**src/rtl/motor_pkg.sv**
```systemverilog
// Shared encodings for the N-channel H-bridge motor driver.
package motor_pkg;

    // H-bridge {IN1,IN2} pin encodings
    localparam logic [1:0] DIR_FWD   = 2'b10;
    localparam logic [1:0] DIR_REV   = 2'b01;
    localparam logic [1:0] DIR_COAST = 2'b00;
    localparam logic [1:0] DIR_BRAKE = 2'b11;

    // Per-channel controller states
    typedef enum logic [1:0] {
        ST_COAST = 2'd0,
        ST_RUN   = 2'd1,
        ST_DEAD  = 2'd2,
        ST_BRAKE = 2'd3
    } ch_state_t;

endpackage

```
**src/rtl/motor_ch_ctrl.sv**
```systemverilog
// One motor channel: target conditioning, soft ramp, reversal dead-time,
// hard brake, PWM compare and registered pin outputs.
//
//   state  | meaning
//   -------+-----------------------------------------------------------
//   COAST  | bridge floating, duty 0; leaves as soon as a nonzero target
//   RUN    | driving in cur_dir, duty ramps toward goal
//   DEAD   | duty reached 0 on a reversal; coast for DEAD_TICKS ticks
//   BRAKE  | both low-side on, enable held high, duty cleared
module motor_ch_ctrl
    import motor_pkg::*;
#(
    parameter int DUTY_W     = 10,
    parameter int DUTY_MAX   = (1 << DUTY_W) - 1,
    parameter int RAMP_STEP  = 8,
    parameter int DEAD_TICKS = 4
) (
    input  logic              clk,
    input  logic              rst,
    input  logic              en,
    input  logic              brake,
    input  logic [DUTY_W:0]   target,
    input  logic [DUTY_W-1:0] pwm_cnt,
    input  logic              ramp_tick,
    output logic              pwm,
    output logic [1:0]        dir_in,
    output logic              settled
);

    localparam int              DW        = (DEAD_TICKS > 1) ? $clog2(DEAD_TICKS) : 1;
    localparam logic [DUTY_W:0] STEP      = (DUTY_W+1)'(RAMP_STEP);
    localparam logic [DUTY_W:0] MAX_W     = (DUTY_W+1)'(DUTY_MAX);
    localparam logic [DW-1:0]   DEAD_LOAD = DW'(DEAD_TICKS - 1);

    ch_state_t         state, state_nxt;
    logic [DUTY_W-1:0] duty_cur, duty_nxt;
    logic              cur_dir, dir_nxt;   // 1 = forward
    logic [DW-1:0]     dead_cnt, dead_nxt;

    logic              sgn;
    logic [DUTY_W:0]   abs_t;
    logic [DUTY_W-1:0] mag;
    logic              rev;
    logic [DUTY_W-1:0] goal;
    logic [DUTY_W:0]   up, dn;
    logic [DUTY_W-1:0] ramped;

    // Effective target: magnitude saturated to DUTY_MAX (so -2^DUTY_W fits), zeroed when disabled
    always_comb begin
        sgn   = ~target[DUTY_W];
        abs_t = target[DUTY_W] ? -target : target;
        mag   = '0;
        if (en) begin
            mag = (abs_t > MAX_W) ? MAX_W[DUTY_W-1:0] : abs_t[DUTY_W-1:0];
        end
    end

    // One ramp step toward goal, clipped at goal; guard bit catches wrap in either direction
    always_comb begin
        rev    = (mag != '0) && (sgn != cur_dir);
        goal   = rev ? '0 : mag;
        up     = {1'b0, duty_cur} + STEP;
        dn     = {1'b0, duty_cur} - STEP;
        ramped = duty_cur;
        if (duty_cur < goal) begin
            ramped = (up > {1'b0, goal}) ? goal : up[DUTY_W-1:0];
        end else if (duty_cur > goal) begin
            ramped = (dn[DUTY_W] || (dn < {1'b0, goal})) ? goal : dn[DUTY_W-1:0];
        end
    end

    // Next-state logic; brake overrides every state in the same cycle
    always_comb begin
        state_nxt = state;
        duty_nxt  = duty_cur;
        dir_nxt   = cur_dir;
        dead_nxt  = dead_cnt;
        if (brake) begin
            state_nxt = ST_BRAKE;
            duty_nxt  = '0;
        end else begin
            case (state)
                ST_COAST: begin
                    duty_nxt = '0;
                    if (mag != '0) begin
                        dir_nxt   = sgn;
                        state_nxt = ST_RUN;
                    end
                end
                ST_RUN: begin
                    if (ramp_tick) duty_nxt = ramped;
                    if (duty_cur == '0 && rev) begin
                        state_nxt = ST_DEAD;
                        dead_nxt  = DEAD_LOAD;
                    end else if (duty_cur == '0 && mag == '0) begin
                        state_nxt = ST_COAST;
                    end
                end
                ST_DEAD: begin
                    duty_nxt = '0;
                    if (ramp_tick) begin
                        if (dead_cnt == '0) state_nxt = ST_COAST;
                        else                dead_nxt  = dead_cnt - 1'b1;
                    end
                end
                ST_BRAKE: begin
                    duty_nxt  = '0;
                    state_nxt = ST_COAST;
                end
                default: begin
                    state_nxt = ST_COAST;
                    duty_nxt  = '0;
                end
            endcase
        end
    end

    // Channel state registers
    always_ff @(posedge clk or negedge rst) begin
        if (!rst) begin
            state    <= ST_COAST;
            duty_cur <= '0;
            cur_dir  <= 1'b0;
            dead_cnt <= '0;
        end else begin
            state    <= state_nxt;
            duty_cur <= duty_nxt;
            cur_dir  <= dir_nxt;
            dead_cnt <= dead_nxt;
        end
    end

    // Registered pin outputs, one cycle behind the channel state
    always_ff @(posedge clk or negedge rst) begin
        if (!rst) begin
            pwm     <= 1'b0;
            dir_in  <= DIR_COAST;
            settled <= 1'b0;
        end else begin
            case (state)
                ST_RUN: begin
                    pwm    <= (pwm_cnt < duty_cur);
                    dir_in <= cur_dir ? DIR_FWD : DIR_REV;
                end
                ST_BRAKE: begin
                    pwm    <= 1'b1;
                    dir_in <= DIR_BRAKE;
                end
                default: begin
                    pwm    <= 1'b0;
                    dir_in <= DIR_COAST;
                end
            endcase
            settled <= ((state == ST_RUN) && (sgn == cur_dir) && (duty_cur == mag)) ||
                       ((state == ST_COAST) && (mag == '0));
        end
    end

endmodule

```
**src/rtl/motor_ramp_drv.sv**
```systemverilog
// N-channel soft-ramp H-bridge driver: shared PWM/ramp timebase plus one
// controller per channel.
module motor_ramp_drv
    import motor_pkg::*;
#(
    parameter int N_CH       = 2,
    parameter int DUTY_W     = 10,
    parameter int DUTY_MAX   = (1 << DUTY_W) - 1,
    parameter int PWM_PRESC  = 4,
    parameter int RAMP_DIV   = 16,
    parameter int RAMP_STEP  = 8,
    parameter int DEAD_TICKS = 4
) (
    input  logic                       clk,
    input  logic                       rst,
    input  logic                       en,
    input  logic [N_CH-1:0]            brake,
    input  logic [N_CH*(DUTY_W+1)-1:0] target,
    output logic [N_CH-1:0]            pwm,
    output logic [2*N_CH-1:0]          dir_in,
    output logic [N_CH-1:0]            settled
);

    localparam int PW = (PWM_PRESC > 1) ? $clog2(PWM_PRESC) : 1;
    localparam int RW = (RAMP_DIV > 1) ? $clog2(RAMP_DIV) : 1;

    logic [PW-1:0]     presc_cnt;
    logic [DUTY_W-1:0] pwm_cnt;
    logic [RW-1:0]     ramp_cnt;
    logic              presc_wrap;
    logic              ramp_tick;

    assign presc_wrap = (presc_cnt == PW'(PWM_PRESC - 1));
    assign ramp_tick  = (ramp_cnt == RW'(RAMP_DIV - 1));

    // PWM timebase: prescaler feeding a free-running period counter
    always_ff @(posedge clk or negedge rst) begin
        if (!rst) begin
            presc_cnt <= '0;
            pwm_cnt   <= '0;
        end else if (presc_wrap) begin
            presc_cnt <= '0;
            pwm_cnt   <= pwm_cnt + 1'b1;
        end else begin
            presc_cnt <= presc_cnt + 1'b1;
        end
    end

    // Ramp timebase: one-cycle tick every RAMP_DIV clocks
    always_ff @(posedge clk or negedge rst) begin
        if (!rst)           ramp_cnt <= '0;
        else if (ramp_tick) ramp_cnt <= '0;
        else                ramp_cnt <= ramp_cnt + 1'b1;
    end

    for (genvar i = 0; i < N_CH; i++) begin : g_ch
        motor_ch_ctrl #(
            .DUTY_W     (DUTY_W),
            .DUTY_MAX   (DUTY_MAX),
            .RAMP_STEP  (RAMP_STEP),
            .DEAD_TICKS (DEAD_TICKS)
        ) u_ch (
            .clk       (clk),
            .rst       (rst),
            .en        (en),
            .brake     (brake[i]),
            .target    (target[i*(DUTY_W+1) +: DUTY_W+1]),
            .pwm_cnt   (pwm_cnt),
            .ramp_tick (ramp_tick),
            .pwm       (pwm[i]),
            .dir_in    (dir_in[2*i +: 2]),
            .settled   (settled[i])
        );
    end

endmodule

```
**config.mk**
```make
export PLATFORM = sky130hd
export DESIGN_NAME = motor_ramp_drv
export DESIGN_NICKNAME = d
export VERILOG_FILES = /design/src/rtl/motor_pkg.sv /design/src/rtl/motor_ch_ctrl.sv /design/src/rtl/motor_ramp_drv.sv
export SDC_FILE = /design/constraint.sdc
export NUM_CORES = 1
export LEC_CHECK = 0
export BUFFER_PORTS_ARGS = -buffer_cell sky130_fd_sc_hd__buf_2
export CAP_MARGIN = 30
export CORE_MARGIN = 3
export CORE_UTILIZATION = 55
export DETAILED_ROUTE_END_ITERATION = 10
export PLACE_DENSITY_LB_ADDON = 0.2
export SETUP_SLACK_MARGIN = 0.1
export SLEW_MARGIN = 20
export SYNTH_ARGS = -nofsm -noshare
export SYNTH_HDL_FRONTEND = slang
export SYNTH_SLANG_ARGS = --single-unit
```
**constraint.sdc**
```tcl
create_clock -name clk -period 4.6 [get_ports clk]
set_input_delay 1.15 -clock clk [delete_from_list [all_inputs] [get_ports clk]]
set_output_delay 1.15 -clock clk [all_outputs]
set_load 0.02 [all_outputs]
```
==> metrics.yaml <==
dp.cells: 1037
postCtsHoldBufs: 0
routed-via-count: 7317
yosysWarningCount: 0
seqPwrFrac_pct: 10.6
p_total_w: 0.00728
grt_pass1_wl_um: 35200
dr.pass1.iters: 5
area_growth_pct: 40.6
cp.arrival_ns: 5.18
routabilityCongestion: 0.952
slew_headroom_pct: 50.3
swShare_pct: 50.2
coreArea_sq_um: 11000
wirelength_um: 23900
vias_per_cell: 6.75
reg2reg_slack_ns: 0.38
wl_per_cell_um: 22.0
die_area_sq_um: 12800
tns_ns: -5.41
ant_nets: 0
combPwrFrac_pct: 83.7
drcViolationCount: 0
rows: 38
hold_depth: 1
worstMarginPinSlew_ns: 0.746
clockRootBuffer: "clkbuf_16"
stdcell_count: 1084
grt_max_degree: 29
syn_area_sq_um: 6310
syn-mean-instance-area_sq_um: 8.29
powerDensity_nw_per_um2: 820
clk_pin_slew_worst_paths_ns: 0.08
ys_ff_latch: 54
antenna_found_initial: 0
max_freq_ghz: 0.201
finalCritPeriodShare_pct: 108
die_height_um: 113
p_switching_w: 0.00366
maxCapViolations: 0
seqCellArea_sq_um: 1350
cp.required_ns: 4.82
synth_top_area_cell: "dfrtp_1"
met1_usage_pct: 46.3
hold_end: "presc_cnt[0]$_DFF_PN0_"
synthCells: 761
fin_nets: 1051
setup_viol_count_final: 20
crit_path_end_kind: "register"
leakagePower_nw: 3.96
hold_path.class: "register to register"
critPathKind: "primary input to register"
synth-edff-count: 0
initial_core_util_pct: 57.2
hpwl_um: 16100
status: "finished, violations left"
seq_area_frac_synth_pct: 21.4
multi_input_area_sq_um: 5400
worstHoldStart: "presc_cnt[0]$_DFF_PN0_"
use_met3_pct: 5.56
drtIter0Drc: 929
rsz0062_at_grt: "yes"
yosysUniqueCellTypes: 80
grt_pass1_vias: 6867
syn_nets: 869
cts.path.max_buffers: 2
fin_skew_ns: 0.00806
synth_area_leaders: "dfrtp_1 (21%), ha_1 (16%), xnor2_1 (5.7%)"
reg2reg_depth: 12
yosysMostFrequentCell: "ha_1"
yosysTopAreaCellShare_pct: 21.4
clk_latency_ns: 0.31
min_period_ns: 4.97
path_max_fanout: 5
boundaryPins: 35
track_usage_pct: 33.8
diodes: 0
final_hold_viol_count: 0
h-tree-depth: 2
fillers: 714
async_reset_ff_share_pct: 100
use_met2_pct: 55.5
worstSetupStartpointType: "primary input"
grt.overflow.total: 0
violations: "setup timing"
grt_busiest_layer: "met2"
drive_gt1_share_pct: 36.1
die_w_um: 113
ys_top_cells_by_count: "ha_1 (81), nand2_1 (63), inv_1 (57)"
clkSinkCount: 54
cts_buffers: 5
finalWorstSetupSlack_ns: -0.367
clkPwrFrac_pct: 5.7
vdd_drop_max_uv: 992
p_int_w: 0.00362
io_buffers: 34
slew_violations: 0
r2r_start: "g_ch[0].u_ch.duty_cur[7]$_DFFE_PN0P_"
reg2reg_to: "g_ch[0].u_ch.duty_cur[2]$_DFFE_PN0P_"
synthFlopType: "dfrtp_1"
cts_tree: "built"
-- per-stage QoR --
stage | util (%) | hold slack (ns) | worst slack, ns | instance area (sq um)
finish | 80.5 | 0.434 | -0.367 | 8880
global route | 80.5 | 0.448 | -0.528 | 8880
CTS | 75.4 | 0.435 | -0.226 | 8310
detailed placement | 70.2 | 0.425 | -0.792 | 7740
global placement | 70.2 | 0.414 | -0.710 | 7740
floorplan | - | 0.403 | -0.309 | 6580
-- worst max-delay path, cell delays in order --
cell and delay (ns):
buf_6 0.09, or4_4 0.55, o41ai_4 0.23, xnor2_1 0.18, and4_1 0.24, nand4_1 0.17, nand2_2 0.15, buf_6 0.12
nand2b_4 0.06, buf_6 0.13, ha_4 0.22, inv_2 0.06, o211ai_1 0.14, buf_4 0.19, o2bb2ai_4 0.11, maj3_2 0.37
o21ai_4 0.21, or2_4 0.18, buf_6 0.12, nand4b_1 0.22, o211ai_1 0.27
-- power by group through the flow --
stage,combinational (W),sequential (W),clock [W]
2_1_floorplan,0.00286,0.000698,0
3_3_place_gp,0.00405,0.000759,0
3_5_place_dp,0.00420,0.000766,0
4_1_cts,0.00487,0.000760,0.000409
5_1_grt,0.00641,0.000786,0.000427
6_report,0.00609,0.000774,0.000411
-- layer usage --
metal / share of wire (%) / vias to the layer above / wire (um)
li1: - / 3233 / -
met2: 47 / 465 / 11200
met3: 8.9 / 111 / 2130
met5: 0 / - / 0
met1: 40 / 3508 / 9540
met4: 4.2 / 0 / 994
-- state kept, by name, indices dropped and copies added, names as in the netlist --
name and flops:
g_ch.u_ch.duty_cur 20, pwm_cnt 10, g_ch.u_ch.dead_cnt 4, g_ch.u_ch.dir_in 4, g_ch.u_ch.state 4, ramp_cnt 4, g_ch.u_ch.cur_dir 2, g_ch.u_ch.pwm 2
g_ch.u_ch.settled 2, presc_cnt 2
-- worst max path at each step --
stage / slack, ns / from / to
3_3_place_gp: -0.71 / target[3] / g_ch[0].u_ch.duty_cur[5]$_DFFE_PN0P_
6_report: -0.37 / target[15] / g_ch[1].u_ch.duty_cur[1]$_DFFE_PN0P_
2_1_floorplan: -0.31 / target[3] / g_ch[0].u_ch.duty_cur[5]$_DFFE_PN0P_
3_5_place_dp: -0.79 / target[3] / g_ch[0].u_ch.duty_cur[5]$_DFFE_PN0P_
4_1_cts: -0.23 / target[3] / g_ch[0].u_ch.duty_cur[5]$_DFFE_PN0P_
5_1_grt: -0.53 / target[15] / g_ch[1].u_ch.duty_cur[1]$_DFFE_PN0P_
-- kinds of logic (layout without fill, tap and decap cells) --
kind of cell               after synthesis  after routing  synth area share [%]
AOI/OAI and AO/OA                      226            227                  26.3
xor gates and xnor gates                50             50                  6.94
buffers and inverters                   94            276                  5.85
adders and majority gates               84             84                  16.5
muxes                                   13             13                  2.18
and+or+nand+nor                        240            240                  20.8
DFF                                     54             54                  21.4
-- final cells by class --
type                       count  area share (%)
timing repair buffer         208            17.7
inverter                      60            2.62
multi-input combinational    614            60.8
tap                          140            1.97
sequential                    54            15.2
clock inverter                 3           0.296
clock buffer                   5            1.41
-- layout by cell type (no fill, tap or decap), types with 7 or more instances in the layout --
| cell type | n |
|---|---|
| inv_1 | 52 |
| xor2_1 | 9 |
| buf_4 | 154 |
| a31oi_1 | 7 |
| buf_6 | 21 |
| a21oi_1 | 31 |
| nor3_1 | 12 |
| nor2_1 | 26 |
| nor2b_1 | 8 |
| a21o_1 | 25 |
| xnor2_1 | 41 |
| nand4_1 | 16 |
| o211ai_1 | 15 |
| o21ai_0 | 21 |
| nand2_1 | 56 |
| nand3_1 | 19 |
| ha_4 | 7 |
| and3_1 | 8 |
| o31ai_1 | 7 |
| ha_1 | 72 |
| dfrtp_1 | 54 |
| nand2b_1 | 7 |
| buf_2 | 31 |
-- what timing repair did --
item / in CTS / in global routing
pin swaps: 42 / 53
setup buffers: 19 / 18
cloned: 2 / 0
gates resized for setup: 47 / 79
endpoints found under the setup margin: 20 / 20
(Power assumes the default switching activity.)
